File: src/rtl/pipeline_ctrl_pkg.sv
// Shared types and constants for the fetch-PC sequencing controller.
package pipeline_ctrl_pkg;

  typedef enum logic [1:0] {
    RUN    = 2'd0,
    DRAIN  = 2'd1,
    HALTED = 2'd2,
    FAULT  = 2'd3
  } state_e;

  localparam int     PC_STEP     = 4;
  localparam state_e RST_STATE   = RUN;
  localparam logic   RST_HALTED  = 1'b0;
  localparam logic   RST_FAULT   = 1'b0;

endpackage

File: src/rtl/sat_counter.sv
// Up-counter that sticks at all-ones instead of wrapping.
module sat_counter #(
  parameter int W = 16
) (
  input  logic         clk,
  input  logic         rst,
  input  logic         inc,
  input  logic         clear,
  output logic [W-1:0] count
);

  localparam logic [W-1:0] ONE = W'(1);

  logic [W-1:0] r_count;

  always_ff @(posedge clk or posedge rst) begin
    if (rst) begin
      r_count <= '0;
    end else if (clear) begin
      r_count <= '0;
    end else if (inc && (r_count != '1)) begin
      r_count <= r_count + ONE;
    end
  end

  assign count = r_count;

endmodule

File: src/rtl/pc_redirect_ctrl.sv
// Fetch-PC owner: picks the next PC each cycle and drives IF/ID and ID/EX
// enable/flush controls, with halt drain and misaligned-redirect trapping.
//
//   state  | meaning
//   RUN    | normal fetch; halt > misaligned > redirect > stall > sequential
//   DRAIN  | halt accepted, waiting for MEM/WB to retire
//   HALTED | core stopped until reset
//   FAULT  | misaligned redirect trapped, stopped until reset
module pc_redirect_ctrl
  import pipeline_ctrl_pkg::*;
#(
  parameter int PC_W      = 9,
  parameter int RESET_PC  = 0,
  parameter int DRAIN_CYC = 2,
  parameter int CNT_W     = 16
) (
  input  logic             clk,
  input  logic             reset,
  input  logic             ex_valid,
  input  logic             ex_pc_sel,
  input  logic [31:0]      ex_br_pc,
  input  logic             ex_halt,
  input  logic             load_use_stall,
  output logic [PC_W-1:0]  pc,
  output logic             pc_en,
  output logic             if_id_en,
  output logic             if_id_flush,
  output logic             id_ex_flush,
  output logic             halted,
  output logic             fault,
  output logic [CNT_W-1:0] redirect_cnt,
  output logic [CNT_W-1:0] stall_cnt
);

  localparam int               DW         = (DRAIN_CYC > 1) ? $clog2(DRAIN_CYC) : 1;
  localparam logic [DW-1:0]    DRAIN_LOAD = DW'(DRAIN_CYC - 1);
  localparam logic [DW-1:0]    DRAIN_DEC  = DW'(1);
  localparam logic [PC_W-1:0]  PC_INC     = PC_W'(PC_STEP);
  localparam logic [PC_W-1:0]  PC_RST     = PC_W'(RESET_PC);

  state_e            r_state, w_state_nxt;
  logic [PC_W-1:0]   r_pc, w_pc_nxt;
  logic [DW-1:0]     r_drain_cnt, w_drain_nxt;
  logic              r_fault, w_fault_nxt;
  logic              r_halted, w_halted_nxt;
  logic              w_halt_req, w_redir_req, w_misaligned;
  logic              w_redirect_inc, w_stall_inc;
  logic              w_unused_br_hi;

  assign w_halt_req   = ex_valid && ex_halt;
  assign w_redir_req  = ex_valid && ex_pc_sel;
  assign w_misaligned = (ex_br_pc[1:0] != 2'b00);

  // Target bits above the PC width are dropped without any range check.
  assign w_unused_br_hi = ^ex_br_pc[31:PC_W];

  always_comb begin
    w_state_nxt    = r_state;
    w_pc_nxt       = r_pc;
    w_drain_nxt    = r_drain_cnt;
    w_fault_nxt    = r_fault;
    w_halted_nxt   = r_halted;
    pc_en          = 1'b0;
    if_id_en       = 1'b0;
    if_id_flush    = 1'b1;
    id_ex_flush    = 1'b1;
    w_redirect_inc = 1'b0;
    w_stall_inc    = 1'b0;

    case (r_state)
      RUN: begin
        if (w_halt_req) begin
          w_state_nxt = DRAIN;
          w_drain_nxt = DRAIN_LOAD;
        end else if (w_redir_req && w_misaligned) begin
          w_state_nxt = FAULT;
          w_fault_nxt = 1'b1;
        end else if (w_redir_req) begin
          w_pc_nxt       = ex_br_pc[PC_W-1:0];
          pc_en          = 1'b1;
          if_id_en       = 1'b1;
          w_redirect_inc = 1'b1;
        end else if (load_use_stall) begin
          // Hold fetch/decode and inject a bubble into EX.
          if_id_flush = 1'b0;
          w_stall_inc = 1'b1;
        end else begin
          w_pc_nxt    = r_pc + PC_INC;
          pc_en       = 1'b1;
          if_id_en    = 1'b1;
          if_id_flush = 1'b0;
          id_ex_flush = 1'b0;
        end
      end
      DRAIN: begin
        if (r_drain_cnt == '0) begin
          w_state_nxt  = HALTED;
          w_halted_nxt = 1'b1;
        end else begin
          w_drain_nxt = r_drain_cnt - DRAIN_DEC;
        end
      end
      default: ;
    endcase
  end

  always_ff @(posedge clk or posedge reset) begin
    if (reset) begin
      r_state     <= RST_STATE;
      r_pc        <= PC_RST;
      r_drain_cnt <= '0;
      r_fault     <= RST_FAULT;
      r_halted    <= RST_HALTED;
    end else begin
      r_state     <= w_state_nxt;
      r_pc        <= w_pc_nxt;
      r_drain_cnt <= w_drain_nxt;
      r_fault     <= w_fault_nxt;
      r_halted    <= w_halted_nxt;
    end
  end

  sat_counter #(.W(CNT_W)) u_redirect_cnt (
    .clk   (clk),
    .rst   (reset),
    .inc   (w_redirect_inc),
    .clear (1'b0),
    .count (redirect_cnt)
  );

  sat_counter #(.W(CNT_W)) u_stall_cnt (
    .clk   (clk),
    .rst   (reset),
    .inc   (w_stall_inc),
    .clear (1'b0),
    .count (stall_cnt)
  );

  assign pc     = r_pc;
  assign halted = r_halted;
  assign fault  = r_fault;

endmodule

File: config.mk
export PLATFORM = sky130hd
export DESIGN_NAME = pc_redirect_ctrl
export DESIGN_NICKNAME = d
export VERILOG_FILES = /design/src/rtl/pipeline_ctrl_pkg.sv /design/src/rtl/sat_counter.sv /design/src/rtl/pc_redirect_ctrl.sv
export SDC_FILE = /design/constraint.sdc
export NUM_CORES = 1
export LEC_CHECK = 0
export BUFFER_PORTS_ARGS = -buffer_cell sky130_fd_sc_hd__buf_2
export CAP_MARGIN = 25
export CORE_ASPECT_RATIO = 1.4
export CORE_MARGIN = 2
export CORE_UTILIZATION = 54
export CTS_CLUSTER_SIZE = 24
export DETAILED_ROUTE_END_ITERATION = 10
export PLACE_DENSITY = 0.85
export SYNTH_ARGS = -nofsm -noshare
export SYNTH_HDL_FRONTEND = slang
export SYNTH_SLANG_ARGS = --single-unit
File: constraint.sdc
create_clock -name clk -period 4.3 [get_ports clk]
set_input_delay 0.645 -clock clk [delete_from_list [all_inputs] [get_ports clk]]
set_output_delay 0.645 -clock clk [all_outputs]
set_load 0.02 [all_outputs]
==> metrics.md, run 1 <==
| Metric | Value |
|---|---|
| Filler instances | 355 |
| Router iterations before antenna repair | 5 |
| Commonest cells after routing, fill and taps aside | buf_2 (61), dfrtp_1 (46), xor2_1 (27), nand3_1 (17) |
| Fin Setup TNS | 0 ns |
| Largest net degree at the start of global routing | 47 |
| Post CTS Setup Buffer Count | 0 |
| Final setup viols | 0 |
| Share of cells above drive strength 1 | 31.63% |
| Post-synth top area cell | dfrtp_1 |
| Sequential fraction of the synthesis area | 47.16% |
| Final GP Congestion | 0.8091 |
| H-tree level count | 2 |
| Num rows | 28 |
| DRC Markers | 0 |
| Syn_nets | 271 |
| Via density | 5.613 |
| Slew @ Worst Pin | 0.7060 ns |
| Total CTS buffers | 5 |
| Hold Crit Class | in -> async |
| Worst vdd rail ir drop | 0.3063 mV |
| Met2 wire len | 2.615 mm |
| Overall Global Routing Usage | 21.38% |
| DIE WIDTH | 60.83 um |
| Reg2reg path depth | 5 |
| Outcome | completed |
| Worst setup EP type | primary output |
| Max-cap violations | 0 |
| Clk buf depth | 2 |
| Critical Path End | if_id_en |
| CP Data Required Time | 3.65 ns |
| Sink Count | 46 |
| Hold Violations, Final | 0 |
| Cell Area, Synth | 0.002441 mm2 |
| Post-synth top area share | 47.16% |
| PortBufs | 61 |
| Met3 routed WL | 273 um |
| PD cells | 288.8 mW/mm2 |
| Cell Count, Final, Fillers Out | 354 |
| Flop-to-flop setup slack | 2.24 ns |
| Clock transition at path regs | 0.10 ns |
| Fmax achieved | 0.3661 GHz |
| Yosys warnings | 0 |
| Slew margin rel. | 52.50% |
| Metal-1 WL | 2.257 mm |
| Fin. max-slew vios | 0 |
| Grt total ovfl | 0 |
| Routed wire per std cell | 14.65 um |
| Leak pwr | 1.538 nW |
| IO Count | 85 |
| ANT cells | 0 |
| Most common cell after layout, fill and taps aside | buf_2 |
| Die area | 0.005082 mm2 |
| DP Cell Count | 346 |
| Fin crit share | 63.52% |
| Area of the multi-input gates | 0.001236 mm2 |
| Fin util | 68.03% |
| CTS tree | yes |
| Initial antenna violation count | 0 |
| Power Total | 0.0008398 W |
| Highest metal used | met4 |
| Initial detailed-routing violation count | 88 |
| Post-synth EDFFs | 0 |
| Vias | 1987 |
| Worst Path Arrival | 2.09 ns |
| Crit path from | ex_pc_sel |
| Post-cts sizing count | 0 |
| Worst reg2reg path endpoint | u_stall_cnt.count[7]$_DFFE_PP0P_ |
| Crit start category | primary input |
| Largest cells by area after synthesis | dfrtp_1 (47%), xor2_1 (9.7%), nand3_1 (3.5%) |
| Die H | 83.55 um |
| Library cells used by synthesis | 49 |
| Syn avg cell area | 10.61 um2 |
| Critical path class | in -> out |
| CP Max Fanout | 13 |
| Worst-skew pair later-pin latency | 0.31 ns |
| Starting density of the core | 57.11% |
| Post-route ant nets | 0 |
| Final Skew | 0.01273 ns |
| Ys flop type | dfrtp_1 |
| CORE AREA | 0.004274 mm2 |
| RR Startpoint | u_stall_cnt.count[0]$_DFFE_PP0P_ |
| Post-Syn Instances | 230 |
| Cts hold-fix bufs | 0 |
| Synth Register Bits | 46 |
| Final nets | 334 |
| Hpwl dp | 3.717 mm |
| Drt total wl | 5.186 mm |
| Area Growth Syn to Fin | 19.12% |
| Min cycle time layout | 2.731 ns |
| Root buf cell | clkbuf_8 |
| Register Area | 0.001151 mm2 |
| RSZ-0062 raised after global routing | no |
| First-pass GRT wire length | 8.583 mm |
| Worst setup margin | 1.569 ns |
| Post-place setup slack | 1.581 ns |
| Vias in the first global route | 1947 |
| Synth async-reset ratio | 100.0% |
where the power goes:
group,switching [W],leakage (nW),internal [W]
registers,0.0000120,0.621,0.000441
clock network,0.000157,0.0504,0.000173
logic,0.0000355,0.866,0.0000216
total,0.000204,1.54,0.000636
synthesized netlist by cell type, drive strengths merged, types with 4 or more instances:
cell type  instances
inv                5
or2                6
buf                4
nor4              12
nand4              9
nand2             17
xor2              27
mux2               5
nor3              16
and2               4
nor2               9
and4               4
dfrtp             46
nor3b              5
o21ai              6
nand3             17
nor4b              5
a2bb2oi            5
logic make-up (layout without fill, tap and decap cells):
group	after synthesis	count (layout)	share of synthesized area, %
and+or+nand+nor	115	115	30.50
xor gates and xnor gates	27	27	9.687
DFF	46	46	47.16
AOI/OAI and AO/OA	22	22	6.202
buffers and inverters	11	75	2.204
muxes	6	6	2.716
adders and majority gates	3	3	1.538
per-layer routing:
layer | GRT usage [%] | vias up
met5 | 0 | -
met4 | 6.324 | 0
met3 | 6.047 | 5
met2 | 36.07 | 51
met1 | 25.71 | 960
li1 | - | 971
metrics by stage:
stage / instance area (um2) / hold WS [ns]
floorplan: 2441 / 0.5083
global placement: 2794 / 0.4478
detailed placement: 2794 / 0.4558
CTS: 2908 / 0.4763
global route: 2908 / 0.4962
finish: 2908 / 0.4676
cell type report:
type,instances,share of cell area [%]
inverter,5,0.6454
tap,60,2.582
timing repair buffer,62,10.76
sequential,46,39.59
clock buffer,5,2.367
multi-input combinational,173,42.51
clock inverter,3,1.549
worst max-delay path: stages:
cell	delay, ns
buf_2	0.13
nand2_1	0.24
o311a_1	0.49
nand2b_4	0.19
inv_1	0.18
buf_2	0.21
state kept, by name, indices dropped and copies added, names as in the netlist:
name,cells
halted,1
r_drain_cnt,1
fault,1
u_redirect_cnt.count,16
pc,9
u_stall_cnt.count,16
r_state,2
worst min-delay path by stage:
stage                                 start                                   to  slack [ns]  depth (start not counted)
floorplan           r_drain_cnt$_DFFE_PP0P_              r_drain_cnt$_DFFE_PP0P_        0.51                          2
global placement          fault$_DFFE_PP0P_                    fault$_DFFE_PP0P_        0.45                          1
detailed placement       halted$_DFFE_PP0P_                   halted$_DFFE_PP0P_        0.46                          1
CTS                      halted$_DFFE_PP0P_                   halted$_DFFE_PP0P_        0.48                          1
global route             halted$_DFFE_PP0P_                   halted$_DFFE_PP0P_        0.50                          1
finish                                reset  u_redirect_cnt.count[6]$_DFFE_PP0P_        0.47                          3
(Power assumes the default switching activity.)
==> inputs of run 2 (changes only) <==
--- a/config.mk
+++ b/config.mk
@@ -9,10 +9,10 @@
 export CAP_MARGIN = 25
 export CORE_ASPECT_RATIO = 1.4
 export CORE_MARGIN = 2
-export CORE_UTILIZATION = 54
+export CORE_UTILIZATION = 45
 export CTS_CLUSTER_SIZE = 24
 export DETAILED_ROUTE_END_ITERATION = 10
-export PLACE_DENSITY = 0.85
+export PLACE_DENSITY = 0.76
 export SYNTH_ARGS = -nofsm -noshare
 export SYNTH_HDL_FRONTEND = slang
 export SYNTH_SLANG_ARGS = --single-unit
==> constraint.sdc (replaced) <==
create_clock -name clk -period 2.4 [get_ports clk]
set_input_delay 0.36 -clock clk [delete_from_list [all_inputs] [get_ports clk]]
set_output_delay 0.36 -clock clk [all_outputs]
set_load 0.02 [all_outputs]
==> run 2 against run 1 <==
Net effect: sequential cell count stayed put; setup slack worse by 1.2 ns; first-iteration DRC count is 9.1% lower; largest power group unchanged; non-clock buffer count is 3 higher; clock power is 71% higher; die area is 19% higher; global-route usage is 3.9 points lower; total power is 77% higher; wire length is 3.5% lower; critical path depth is 1 lower; final area is 1.2% higher; combinational power is 85% higher.
==> metrics.md, run 2 (synthesis gave the netlist of run 1 again) <==
| Metric | Value |
|---|---|
| Outcome | completed |
| Final setup viols | 0 (unchanged) |
| Total net switching power | 0.0003383 W (+66%) |
| Fin. max-slew vios | 0 (unchanged) |
| RSZ-0062 raised after global routing | no |
| Sink Count | 46 (unchanged) |
| Hpwl dp | 3.652 mm (-1.7%) |
| Leak pwr | 1.563 nW (+1.6%) |
| Cts hold-fix bufs | 0 (unchanged) |
| Min cycle time layout | 2.081 ns |
| CP Data Required Time | 2.58 ns (-1.07 ns) |
| Commonest cells after routing, fill and taps aside | buf_2 (61), dfrtp_1 (46), xor2_1 (27), nand3_1 (17) |
| Die H | 91.15 um (+9.1%) |
| Worst vdd rail ir drop | 0.3764 mV (+23%) |
| Hold WS | 0.08349 ns (-0.3841 ns) |
| Root buf cell | clkbuf_8 |
| DIE WIDTH | 66.25 um (+8.9%) |
| Drt total wl | 5.006 mm (-3.5%) |
| Grt total ovfl | 0 (unchanged) |
| Overall Global Routing Usage | 17.52% (-3.9 points) |
| Share of cells above drive strength 1 | 31.99% (+0.35 points) |
| Clk buf depth | 2 (unchanged) |
| Via density | 5.416 (-3.5%) |
| Switch share | 22.82% (-1.5 points) |
| Hold Violations, Final | 0 (unchanged) |
| Worst-skew pair later-pin latency | 0.30 ns (about the same) |
| Hold Crit Class | in -> async |
| Final GP Congestion | 0.7979 (-1.4%) |
| First-pass GRT wire length | 8.431 mm (-1.8%) |
| Slew @ Worst Pin | 0.7133 ns (+0.007313 ns) |
| Initial antenna violation count | 0 (unchanged) |
| Area Growth Syn to Fin | 20.55% |
| ANT cells | 0 (unchanged) |
| IO Count | 85 (unchanged) |
| Slew margin rel. | 52.08% (-0.42 points) |
| Num rows | 31 (+11%) |
| Vias in the first global route | 1871 (-3.9%) |
| Clock transition at path regs | 0.08 ns (-0.02 ns) |
| Starting density of the core | 46.97% (-10 points) |
| Fin Setup TNS | 0 ns (unchanged) |
| PD cells | 503.8 mW/mm2 (+74%) |
| Largest net degree at the start of global routing | 47 (unchanged) |
| CORE AREA | 0.005197 mm2 (+22%) |
| Die area | 0.006038 mm2 (+19%) |
| Final Skew | 0.01148 ns (-0.001245 ns) |
| PortBufs | 61 (unchanged) |
| Post-route ant nets | 0 (unchanged) |
| Vias | 1966 (-1.1%) |
| CTS tree | yes |
| Seq pwr share | 54.7% (+0.8 points) |
| Worst Path Arrival | 2.26 ns (+0.17 ns) |
| Total CTS buffers | 5 (unchanged) |
| Final nets | 337 (+0.90%) |
| Crit start category | flip-flop |
| Most common cell after layout, fill and taps aside | buf_2 |
| Max-cap violations | 0 (unchanged) |
| H-tree level count | 2 (unchanged) |
| CP Max Fanout | 7 (-6) |
| Router iterations before antenna repair | 4 (-1) |
| Clk pwr share | 38.1% (-1.2 points) |
| Post-cts sizing count | 0 (unchanged) |
| Initial detailed-routing violation count | 80 (-9.1%) |
| Pint | 0.001144 W (+80%) |
| Fin crit share | 86.71% |
| Worst setup EP type | flip-flop |
| Routed wire per std cell | 13.79 um (-5.9%) |
| Post CTS Setup Buffer Count | 0 (unchanged) |
| Critical path class | reg -> reg |
| DRC Markers | 0 (unchanged) |
| Fmax achieved | 0.4805 GHz |
| Combinational power share | 7.2% (+0.4 points) |
-- run 2: power by group through the flow --
stage / clock [W] / combinational [W] / sequential, W
after floorplan: 0 / 0.0000471 / 0.000840
after global placement: 0 / 0.000107 / 0.000825
after detailed placement: 0 / 0.000109 / 0.000826
after CTS: 0.000585 / 0.000109 / 0.000811
after global routing: 0.000612 / 0.000119 / 0.000815
final: 0.000565 / 0.000106 / 0.000811
-- run 2: layout make-up --
cell class,count,area [um2]
fillers,489,2255
flip-flops and latches,46,1151
clock inverters,1,30.03
repair buffers,65,347.8
well taps,66,82.58
inverters,5,18.77
multi-input cells,173,1236
clock buffers,7,76.32
-- run 2: metal layers --
layer / vias up / global-route usage [%] / wire length, um / share of wire [%]
met3: 5 / 4.089 / 244 / 4.9
li1: 972 / - / - / -
met2: 47 / 29.00 / 2488 / 50
met4: 0 / 5.952 / 53 / 1.1
met5: - / 0 / 0 / 0
met1: 942 / 22.11 / 2220 / 44
-- run 2: path summary, 6_finish.rpt --
kind / endpoint / slack, ns / start / depth (start not counted)
setup / recovery: u_stall_cnt.count[7]$_DFFE_PP0P_ / 0.32 / u_stall_cnt.count[0]$_DFFE_PP0P_ / 5
hold / removal: u_redirect_cnt.count[6]$_DFFE_PP0P_ / 0.08 / reset / 3
setup reg to reg: u_stall_cnt.count[7]$_DFFE_PP0P_ / 0.32 / u_stall_cnt.count[0]$_DFFE_PP0P_ / 5
hold reg to reg: halted$_DFFE_PP0P_ / 0.48 / halted$_DFFE_PP0P_ / 1
max in group asynchronous: u_stall_cnt.count[5]$_DFFE_PP0P_ / 2.09 / reset / 3
min in group clk: pc[3]$_DFFE_PP0P_ / 0.37 / ex_br_pc[3] / 3
-- run 2: through the flow --
stage / power [W] / cells / cell area [um2] / worst slack [ns] / util, %
detailed placement: 0.0009347 / 355 / 2836 / 0.3199 / 54.57
global placement: 0.0009326 / 355 / 2836 / 0.3952 / 54.57
CTS: 0.001505 / 363 / 2943 / 0.3088 / 56.62
global route: 0.001546 / 363 / 2943 / 0.1667 / 56.62
finish: 0.001483 / 363 / 2943 / 0.3190 / 56.62
floorplan: 0.0008871 / 230 / 2441 / 0.3976 / -
-- run 2: critical path, stage by stage, from the launching register on --
cell and delay, ns:
dfrtp_1 0.46, ha_1 0.24, nand3_1 0.25, nor3_1 0.68, nor3_1 0.16, xor2_1 0.17
==> inputs of run 3 (changes only) <==
--- a/config.mk
+++ b/config.mk
@@ -12,6 +12,7 @@
 export CORE_UTILIZATION = 45
 export CTS_CLUSTER_SIZE = 24
 export DETAILED_ROUTE_END_ITERATION = 10
+export MAX_ROUTING_LAYER = met4
 export PLACE_DENSITY = 0.76
 export SYNTH_ARGS = -nofsm -noshare
 export SYNTH_HDL_FRONTEND = slang
==> run 3 against run 2 <==
Net effect: die area unchanged; fmax is 0.25% higher; sequential share of layout area did not move; critical endpoint unchanged; sequential cell count is the same; combinational power about the same; clock skew about the same; largest cell class unchanged; critical path depth unchanged; clock-buffer cell count unchanged.
==> metrics.md, run 3 (synthesis gave the netlist of run 1 again) <==
| Metric | Value |
|---|---|
| M1 GR Usage | 22.03% (-0.081 points) |
| Via density | 5.438 (+0.41%) |
| Post-cts sizing count | 0 (unchanged) |
| Crit start category | flip-flop |
| Critical path class | reg -> reg |
| Worst setup EP type | flip-flop |
| Initial antenna violation count | 0 (unchanged) |
| Placed inst area | 0.002836 mm2 (unchanged) |
| Worst setup margin | 0.3242 ns (+0.005171 ns) |
| Commonest cells after routing, fill and taps aside | buf_2 (61), dfrtp_1 (46), xor2_1 (27), nand3_1 (17) |
| Hold Crit Class | in -> async |
| Final nets | 337 (unchanged) |
| Drt total wl | 5.000 mm (-0.12%) |
| Hold Violations, Final | 0 (unchanged) |
| RSZ-0062 raised after global routing | no |
| CORE AREA | 0.005197 mm2 (unchanged) |
| Grt total ovfl | 0 (unchanged) |
| Post CTS Setup Buffer Count | 0 (unchanged) |
| Gr busiest metal | met2 |
| Router iterations before antenna repair | 4 (unchanged) |
| Fmax achieved | 0.4817 GHz (+0.25%) |
| Clk buf depth | 2 (unchanged) |
| Share of cells above drive strength 1 | 31.99% (unchanged) |
| Register Area | 0.001151 mm2 (unchanged) |
| Post-route ant nets | 0 (unchanged) |
| Met2 Usage GRT | 29.00% (unchanged) |
| Final instance area | 0.002943 mm2 (unchanged) |
| Fin Setup TNS | 0 ns (unchanged) |
| Leak pwr | 1.563 nW (unchanged) |
| Sink Count | 46 (unchanged) |
| Min cycle time layout | 2.076 ns (-0.005171 ns) |
| Slowest cell on crit path | nor3_1 |
| Fin. max-slew vios | 0 (unchanged) |
| Post-place setup slack | 0.3199 ns (unchanged) |
| Num rows | 31 (unchanged) |
| Largest net degree at the start of global routing | 47 (unchanged) |
| Fin crit share | 86.49% (-0.22 points) |
| Filler instances | 489 (unchanged) |
| Crit path top cell by count | nor3_1 |
| PD cells | 503.8 mW/mm2 (about the same) |
| First-pass GRT wire length | 8.411 mm (-0.24%) |
| Die H | 91.15 um (unchanged) |
| DRC Markers | 0 (unchanged) |
| Worst-skew pair later-pin latency | 0.30 ns (about the same) |
| CP Max Fanout | 7 (unchanged) |
| Max-cap violations | 0 (unchanged) |
| PortBufs | 61 (unchanged) |
| Total CTS buffers | 5 (unchanged) |
| DIE WIDTH | 66.25 um (unchanged) |
| Area Growth Syn to Fin | 20.55% (unchanged) |
| Cts hold-fix bufs | 0 (unchanged) |
| Slew @ Worst Pin | 0.7103 ns (-0.003013 ns) |
| Outcome | completed |
| ANT cells | 0 (unchanged) |
| Vias | 1974 (+0.41%) |
| Area of the multi-input gates | 0.001236 mm2 (unchanged) |
| Worst vdd rail ir drop | 0.3758 mV (-0.15%) |
| DP Cell Count | 355 (unchanged) |
| Final Skew | 0.01120 ns (-0.0002857 ns) |
| Worst Path Arrival | 2.25 ns (about the same) |
| Vias in the first global route | 1874 (+0.16%) |
| Root buf cell | clkbuf_8 |
| CP Data Required Time | 2.57 ns (about the same) |
| Clock transition at path regs | 0.08 ns (about the same) |
| Met3 Use GR | 4.089% (unchanged) |
| Hpwl dp | 3.652 mm (unchanged) |
| Worst-path cell chain | ha_1 -> nand3_1 -> nor3_1 -> nor3_1 -> xor2_1 |
| Overall Global Routing Usage | 17.97% (+0.45 points) |
| Peak per-stage delay on the critical path | 0.67 ns (about the same) |
| H-tree level count | 2 (unchanged) |
| Die area | 0.006038 mm2 (unchanged) |
| Final setup viols | 0 (unchanged) |
| Starting density of the core | 46.97% (unchanged) |
| IO Count | 85 (unchanged) |
| Final GP Congestion | 0.8093 (+1.4%) |
| Most common cell after layout, fill and taps aside | buf_2 |
| Routed wire per std cell | 13.77 um (-0.12%) |
| Cell Count, Final, Fillers Out | 363 (unchanged) |
| Initial detailed-routing violation count | 79 (-1.3%) |
| CTS tree | yes |
| Slew margin rel. | 52.28% (+0.20 points) |
==> run 3: cell counts in the layout (fill, tap and decap cells not counted) <==
Identical to the previous run, type by type.
==> run 3: layout make-up <==
type / instances / area share, %
Clock buffer: 7 / 2.594
Clock inverter: 1 / 1.020
Inverter: 5 / 0.6378
Multi-Input combinational cell: 173 / 42.01
Sequential cell: 46 / 39.12
Tap cell: 66 / 2.806
Timing Repair Buffer: 65 / 11.82
==> run 3: routing by layer <==
layer  up-vias  routed length [um]
met5         -                   0
met4         0                  53
met3         5                 254
met2        51                2484
met1       945                2208
li1        973                   -
==> run 3: where the power goes <==
group / switching (W) / internal (W) / leakage [nW]
combinational: 0.0000641 / 0.0000422 / 0.889
clock: 0.000254 / 0.000312 / 0.0524
sequential: 0.0000206 / 0.000790 / 0.621
==> run 3: worst paths after layout <==
path                                                        to  slack [ns]  depth (start not counted)                             start
setup / recovery              u_stall_cnt.count[7]$_DFFE_PP0P_        0.32                          5  u_stall_cnt.count[0]$_DFFE_PP0P_
min in group clk                             pc[3]$_DFFE_PP0P_        0.37                          3                       ex_br_pc[3]
setup reg to reg              u_stall_cnt.count[7]$_DFFE_PP0P_        0.32                          5  u_stall_cnt.count[0]$_DFFE_PP0P_
hold / removal             u_redirect_cnt.count[6]$_DFFE_PP0P_        0.08                          3                             reset
hold reg to reg                             halted$_DFFE_PP0P_        0.48                          1                halted$_DFFE_PP0P_
max in group asynchronous     u_stall_cnt.count[5]$_DFFE_PP0P_        2.09                          3                             reset
==> run 3: through the flow <==
step / total power (W) / hold WS, ns / util [%]
3_5_place_dp: 0.0009347 / 0.4164 / 54.57
5_1_grt: 0.001544 / 0.1175 / 56.62
2_1_floorplan: 0.0008871 / 0.5083 / -
3_3_place_gp: 0.0009326 / 0.4165 / 54.57
6_report: 0.001483 / 0.08380 / 56.62
4_1_cts: 0.001505 / 0.08980 / 56.62
==> run 3: worst max-delay path: cells and delay by family, from the launching register on <==
family	cells	cell delay [ns]
xor gates and xnor gates	1	0.17
adders and majority gates	1	0.24
DFF	1	0.46
and+or+nand+nor	3	1.08
